### config.mk
export PLATFORM = sky130hd
export DESIGN_NAME = mmio_uart_tx
export DESIGN_NICKNAME = d
export VERILOG_FILES = /design/src/rtl/mmio_uart_tx.sv
export SDC_FILE = /design/constraint.sdc
export NUM_CORES = 1
export LEC_CHECK = 0
export CORE_UTILIZATION = 50
export DETAILED_ROUTE_END_ITERATION = 6
export PLACE_DENSITY_LB_ADDON = 0.12
export SYNTH_ARGS = -nofsm -noshare
export SYNTH_HDL_FRONTEND = slang
export SYNTH_SLANG_ARGS = --single-unit
### constraint.sdc
create_clock -name CLK -period 4.5 [get_ports CLK]
set_clock_uncertainty 0.1 [all_clocks]
set_input_delay 1.35 -clock CLK [delete_from_list [all_inputs] [get_ports CLK]]
set_output_delay 1.35 -clock CLK [all_outputs]
set_load 0.05 [all_outputs]
### src/rtl/mmio_uart_tx.sv
// mmio_uart_tx: memory-mapped 8N1 UART transmitter with a byte FIFO.
// The window has two words: TXDATA at BASE_ADDR (write pushes a byte) and
// STATUS at BASE_ADDR+4 (read status; writing bit3=1 clears overflow).
// Ports:
//   CLK     system clock, rising edge
//   RES     asynchronous active-high reset
//   read    bus read strobe
//   write   bus write strobe
//   addr    bus byte address
//   dataIn  bus write data
//   dataOut STATUS read data, 0 when not reading STATUS
//   hit     addr falls inside the register window (combinational)
//   txd     serial output, idle high
module mmio_uart_tx #(
  parameter logic [31:0] BASE_ADDR    = 32'hFFFF_0000,
  parameter int unsigned CLKS_PER_BIT = 868,
  parameter int unsigned FIFO_AW      = 3
) (
  input  logic        CLK,
  input  logic        RES,
  input  logic        read,
  input  logic        write,
  input  logic [31:0] addr,
  input  logic [31:0] dataIn,
  output logic [31:0] dataOut,
  output logic        hit,
  output logic        txd
);

  localparam int unsigned DEPTH = 2 ** FIFO_AW;
  localparam int unsigned CW    = FIFO_AW + 1;
  localparam int unsigned BW    = (CLKS_PER_BIT > 1) ? $clog2(CLKS_PER_BIT) : 1;
  localparam logic [BW-1:0] BAUD_LAST = BW'(CLKS_PER_BIT - 1);
  localparam logic [CW-1:0] DEPTH_C   = CW'(DEPTH);

  typedef enum logic [1:0] {StIdle, StStart, StData, StStop} state_e;

  state_e               state_q;
  logic [BW-1:0]        baud_q;
  logic [2:0]           bit_q;
  logic [7:0]           sh_q;

  logic [7:0]           mem [DEPTH];
  logic [FIFO_AW-1:0]   wr_ptr_q, rd_ptr_q;
  logic [CW-1:0]        count_q;
  logic                 ovf_q;

  logic                 push_req, push_ok, pop, clr_ovf, full, empty, busy;
  logic [31:0]          count_ext;
  logic [3:0]           count_field;
  logic [31:0]          status;
  logic                 unused_data;

  assign hit      = (addr[31:3] == BASE_ADDR[31:3]) && (addr[1:0] == 2'b00);
  assign push_req = write && hit && !addr[2];
  assign clr_ovf  = write && hit && addr[2] && dataIn[3];
  assign full     = (count_q == DEPTH_C);
  assign empty    = (count_q == '0);
  assign busy     = (state_q != StIdle);
  assign pop      = (state_q == StIdle) && !empty;
  // A pop on the same edge frees the slot, so a push into a full FIFO is still taken.
  assign push_ok  = push_req && (!full || pop);

  assign unused_data = ^dataIn[31:8];

  // Count field is 4 bits wide; saturate if the FIFO count is wider.
  assign count_ext   = 32'(count_q);
  assign count_field = (count_ext > 32'd15) ? 4'hF : count_ext[3:0];

  always_comb begin
    status      = '0;
    status[0]   = full;
    status[1]   = empty;
    status[2]   = busy;
    status[3]   = ovf_q;
    status[7:4] = count_field;
  end

  assign dataOut = (read && hit && addr[2]) ? status : 32'h0;

  // Storage needs no reset: the pointers define what is valid.
  always_ff @(posedge CLK) begin
    if (push_ok) mem[wr_ptr_q] <= dataIn[7:0];
  end

  always_ff @(posedge CLK or posedge RES) begin
    if (RES) begin
      wr_ptr_q <= '0;
      rd_ptr_q <= '0;
      count_q  <= '0;
      ovf_q    <= 1'b0;
    end else begin
      if (push_ok) wr_ptr_q <= wr_ptr_q + FIFO_AW'(1);
      if (pop)     rd_ptr_q <= rd_ptr_q + FIFO_AW'(1);
      case ({push_ok, pop})
        2'b10:   count_q <= count_q + CW'(1);
        2'b01:   count_q <= count_q - CW'(1);
        default: count_q <= count_q;
      endcase
      // Set has priority over a same-cycle clear.
      if (push_req && !push_ok) ovf_q <= 1'b1;
      else if (clr_ovf)         ovf_q <= 1'b0;
    end
  end

  // txd is registered from the current state, so the line lags the state by one
  // cycle; every bit still lasts exactly CLKS_PER_BIT cycles.
  always_ff @(posedge CLK or posedge RES) begin
    if (RES) begin
      state_q <= StIdle;
      baud_q  <= '0;
      bit_q   <= '0;
      sh_q    <= '0;
      txd     <= 1'b1;
    end else begin
      case (state_q)
        StIdle:  txd <= 1'b1;
        StStart: txd <= 1'b0;
        StData:  txd <= sh_q[0];
        default: txd <= 1'b1;
      endcase

      case (state_q)
        StIdle: begin
          if (pop) begin
            sh_q    <= mem[rd_ptr_q];
            bit_q   <= '0;
            baud_q  <= '0;
            state_q <= StStart;
          end
        end
        StStart: begin
          if (baud_q == BAUD_LAST) begin
            baud_q  <= '0;
            state_q <= StData;
          end else begin
            baud_q <= baud_q + BW'(1);
          end
        end
        StData: begin
          if (baud_q == BAUD_LAST) begin
            baud_q <= '0;
            sh_q   <= {1'b0, sh_q[7:1]};
            if (bit_q == 3'd7) state_q <= StStop;
            else               bit_q   <= bit_q + 3'd1;
          end else begin
            baud_q <= baud_q + BW'(1);
          end
        end
        default: begin
          if (baud_q == BAUD_LAST) begin
            baud_q  <= '0;
            state_q <= StIdle;
          end else begin
            baud_q <= baud_q + BW'(1);
          end
        end
      endcase
    end
  end

endmodule

* Yosys cells after proc, flatten, opt, wreduce, memory -nomap -nowiden
Memories as Yosys holds them, arrays and structs flattened. Cells that the tools add are included.
Operators by class: $add $sub $neg 6, $lt $le $gt $ge 1, eq/ne operators 13, multiplexer cells 24, reductions and logical operators 26
Operators by type and width (number):
- $mux W10 | 3
- $eq A29 B29 Y1 const B | 1
- $mux W8 | 3
- $pmux W8 S2 | 1
- $add A10 B1 Y10 const B | 1
- $eq A10 B10 Y1 const B | 1
- $logic_and A1 B1 Y1 | 10
- $mux W2 | 5
- $ne A2 B2 Y1 const B | 5
- $reduce_bool A2 Y1 | 5
- $add A3 B1 Y3 const B | 3
- $mux W3 | 3
- $pmux W4 S2 | 1
- $pmux W2 S3 | 1
- $pmux W3 S2 | 1
- $reduce_and A5 Y1 | 1
- $add A4 B1 Y4 const B | 1
- $eq A2 B1 Y1 const B | 2
- $eq A2 B2 Y1 const B | 2
- $eq A4 B4 Y1 const B | 1
- $gt A4 B4 Y1 const B | 1
- $logic_not A1 Y1 | 4
- $logic_not A2 Y1 | 2
- $logic_not A4 Y1 | 1
- 8 further kinds | 11
Word-level totals: register bits after elaboration 35, RAM bits 64, input port bits 68, output and inout bits 34, logic and storage cells 80, memories 1
Memory list:
- mem | words 8, bits a word 8, read ports 1, clocked after memory_dff 0, write ports 1, line 43 | logic [7:0] mem [DEPTH];

* Longest topological paths before layout
word-level depth 8, mapped depth 10, gate-level depth less buffers 10

* Worst setup path after synthesis
OpenSTA, ideal clock, no wires.
kind input-to-output, start point input addr[1], end point output dataOut[0], arrival 3.132 ns, data required time 3.050 ns, slack -0.082 ns, stages on the path 5, buffers on the path 0, cells stage by stage nand4b_1 > nor4_2 > and2_1 > and3_1 > and3_1
Between the ends: cells in the longest elaborated chain, start to end 5
Ends and longest elaborated chain:
- start: declaration | line 23 | input logic [31:0] addr,
- $logic_not A2 Y1 | line 54 | assign hit = (addr[31:3] == BASE_ADDR[31:3]) && (addr[1:0] == 2'b00);
- $logic_and A1 B1 Y1 | line 54
- net hit | line 26 | output logic hit,
- $logic_and A1 B1 Y1 (2 in series) | line 79 | assign dataOut = (read && hit && addr[2]) ? status : 32'h0;
- $mux W8 | line 79
- end: declaration | line 25 | output logic [31:0] dataOut,
The timed path passes the listed nets, and every way through them passes these cells.

* Final worst setup path
start point input addr[10], end point output dataOut[0]
Between the ends: cells in the longest elaborated chain, start to end 5
Ends and longest elaborated chain (line):
- $eq A29 B29 Y1 | 54
- $logic_and A1 B1 Y1 | 54
- $logic_and A1 B1 Y1 (2 in series) | 79
- $mux W8 | 79
Every way passes these cells.

==> qor.csv <==
metric;value;unit
crit path to;dataOut[0];
drt total wl;8570;µm
Yosys top cell by area;edfxtp_1;
FF-to-FF Start;state_q[0]$_DFFE_PP0P_;
Worst Path Required;3.05;ns
setup TNS;0;ns
CTS tree;yes;
Main synth FF type;edfxtp_1;
switching share of total power;0.241;
Post-synth ARST share;0.354;
first-pass GRT wire length;13900;µm
number of flops mapped to enable cells by yosys;64;
Area after DPL;5330;µm²
initial antenna violation count;0;
grt total ovfl;0;
Data arrival, critical path;2.98;ns
Final Non-Filler Cells;523;
critical path startpoint;addr[10];
Worst-Skew Late Latency;0.37;ns
Least-Margin Pin Slew;1.10;ns
Worst setup EP type;primary output;
routed vias;2810;
slowest CP cell;clkdlybuf4s50_1;
Critical Path Max Stage Delay;0.42;ns
Synth Cell Area;4630;µm²
Slew HR;0.268;
CP dominant cell by count;and3_4;
Critical Path Fanout Max;8;
fin. max-slew vios;0;
gpl congestion;0.757;
layout cells sized above 1;0.178;
initial core utilization;0.523;
Seq cells post-synth;99;
antenna viol nets, final;0;
Max Clock Freq;226;MHz
share of the yosys chip area belonging to registers;0.604;
CP bufs+invs;2;
top cells by area, synth;edfxtp_1 41%, dfrtp_1 18%, mux4_2 7.8%, buf_4 3.9%, ha_1 2.7%;
width of the die;98.3;µm
Critical Path Stages;7;
Peak VDD IR;0.000252;V
YS warnings;0;
Gate power share;0.062;
die area;9650;µm²
Root Driver;clkbuf_8;
die height;98.3;µm
DPL Wire Length;5880;µm
vias in the first global route;2738;
Yosys cell types;52;
worst-path cell chain;clkdlybuf4s50_1 > nor4_2 > and4_1 > and2_4 > and3_4 > and3_4 > buf_12;
TritonCTS buffer count;9;
most common cell in the synthesized netlist;edfxtp_1;
largest net degree at the start of global routing;36;
Hold Vio Cnt, Final;0;
clk slew on worst S/H paths;0.11;ns
flop-to-flop setup slack;1.66;ns
syn avg cell area;13.5;µm²
Synth top area share;0.415;
Antenna diodes;0;
final setup vio count;0;
most instantiated cells after synthesis;64 x edfxtp_1, 34 x dfrtp_1, 26 x nand2_1, 24 x buf_4, 18 x nor2_1;
share of total power in sequential cells;0.574;
worst-case clock buffer depth;2;
Top delay family on crit path;simple AND/OR/NAND/NOR gates;
Pleak;2.19;nW
crit start category;input pin;
power share of the clock group;0.364;
placed cells;505;
cts hold-fix bufs;0;
Post-route DRC;2;
power density of the placed cells;300;nW/µm²
maxcap violations;0;
P_sw;0.409;mW
final instance area;5640;µm²
cells after synthesis;344;
Iter 0 DRT Violations;139;
Row Count;34;
HP Class;reg -> reg;
Routed wire per std cell;16.4;µm
Tmin final;4.43;ns
DRT Pass-1 Iters;7;
Total Power;1.69;mW
outcome;finished with violations;
crit share post-route;0.983;
IO Port Bufs;53;
IO Pins;102;
CTS sink count;99;
failing checks;design-rule violations;
Worst R2R Path Depth;10;
Hold Slack;0.385;ns
fin nets;489;
core area;8850;µm²
synthesis-to-finish area growth;21.9;%
r2r endpoint;count_q[3]$_DFFE_PP0P_;
Via density;5.37;
All-Layer GR Usage;0.191;
critical path class;in -> out;
htree depth;3;
Power Internal;1.29;mW
[power groups by stage]
stage | logic, mW | clock network [mW] | registers (mW)
2_1_floorplan | 0.0716 | 0 | 0.992
3_3_place_gp | 0.101 | 0 | 0.992
3_5_place_dp | 0.103 | 0 | 0.992
4_1_cts | 0.104 | 0.631 | 0.972
5_1_grt | 0.112 | 0.669 | 0.972
6_report | 0.105 | 0.617 | 0.972
[placed cells by master, fill, tap and decap left out, types with 6 or more instances in the layout]
| cell | instances |
|---|---|
| xnor2_1 | 8 |
| inv_1 | 11 |
| o21ai_0 | 15 |
| nand2_1 | 26 |
| conb_1 | 24 |
| mux4_2 | 16 |
| dlymetal6s2s_1 | 11 |
| clkdlybuf4s50_1 | 33 |
| nor3_1 | 7 |
| buf_12 | 9 |
| and2_1 | 7 |
| clkbuf_8 | 9 |
| nor2_1 | 18 |
| o21ai_1 | 6 |
| ha_1 | 10 |
| edfxtp_1 | 64 |
| a21oi_1 | 10 |
| buf_4 | 14 |
| nand3_1 | 8 |
| dfrtp_1 | 34 |
| mux2i_1 | 9 |
[worst register-to-register path: stages (launching register included)]
cell	delay, ns
dfrtp_1	0.42
inv_1	0.09
ha_1	0.35
nand2b_1	0.20
a41oi_1	0.47
ha_1	0.33
a21o_1	0.18
a21oi_1	0.19
nor2_1	0.06
a32oi_1	0.22
xnor2_1	0.14
[per-layer routing]
layer / routed length [µm] / track usage / vias to the layer above
li1: - / - / 1356
met1: 3700 / 0.244 / 1395
met2: 4460 / 0.330 / 54
met3: 351 / 0.0487 / 5
met4: 61 / 0.0448 / 0
met5: 0 / 0 / -
[per-stage QoR]
step	worst slack [ns]	util
finish	0.0749	0.638
global route	-0.0125	0.638
CTS	0.0186	0.630
detailed placement	-0.121	0.602
global placement	-0.0925	0.602
floorplan	0.0842	-
[worst min path at each step]
| stage | cells past startpoint | slack, ns | start | endpoint |
|---|---|---|---|---|
| after floorplan | 1 | 0.35 | baud_q[9]$_DFFE_PP0P_ | baud_q[9]$_DFFE_PP0P_ |
| after global placement | 2 | 0.36 | sh_q[0]$_DFFE_PP0P_ | sh_q[0]$_DFFE_PP0P_ |
| after detailed placement | 2 | 0.36 | sh_q[0]$_DFFE_PP0P_ | sh_q[0]$_DFFE_PP0P_ |
| after CTS | 2 | 0.38 | sh_q[0]$_DFFE_PP0P_ | txd$_DFF_PP1_ |
| after global routing | 1 | 0.41 | baud_q[9]$_DFFE_PP0P_ | baud_q[9]$_DFFE_PP0P_ |
| final | 2 | 0.38 | sh_q[0]$_DFFE_PP0P_ | txd$_DFF_PP1_ |
[cell families (layout without fill, tap and decap cells)]
family / count (synthesis) / count (layout) / synth area share
xor+xnor: 11 / 11 / 0.0208
buf+inv: 46 / 94 / 0.0608
fa+ha+maj: 11 / 11 / 0.0313
flops: 99 / 99 / 0.604
compound gates: 50 / 50 / 0.0683
simple gates: 99 / 99 / 0.112
other cells: 1 / 24 / 0.000810
mux: 27 / 27 / 0.102
[flip-flops by register name, indices dropped and copies added (netlist names)]
register and count:
count_q 4, wr_ptr_q 3, state_q 2, txd 1
ovf_q 1, mem 64, baud_q 10, rd_ptr_q 3
bit_q 3, sh_q 8
[layout make-up]
type / count / area, µm²
Fill cell: 652 / 3200
Sequential cell: 99 / 2800
Multi-Input combinational cell: 222 / 1690
Timing Repair Buffer: 67 / 753
Tap cell: 108 / 135
Clock buffer: 9 / 124
Clock inverter: 7 / 103
Inverter: 11 / 41.3
[timing repair]
action / in CTS / in global routing
setup buffers: 1 / 1
pin swaps: 1 / 9
setup endpoints to repair: 8 / 8
endpoints found under the hold margin: 0 / 0
gates resized for setup: 5 / 17
(Power assumes the default switching activity.)
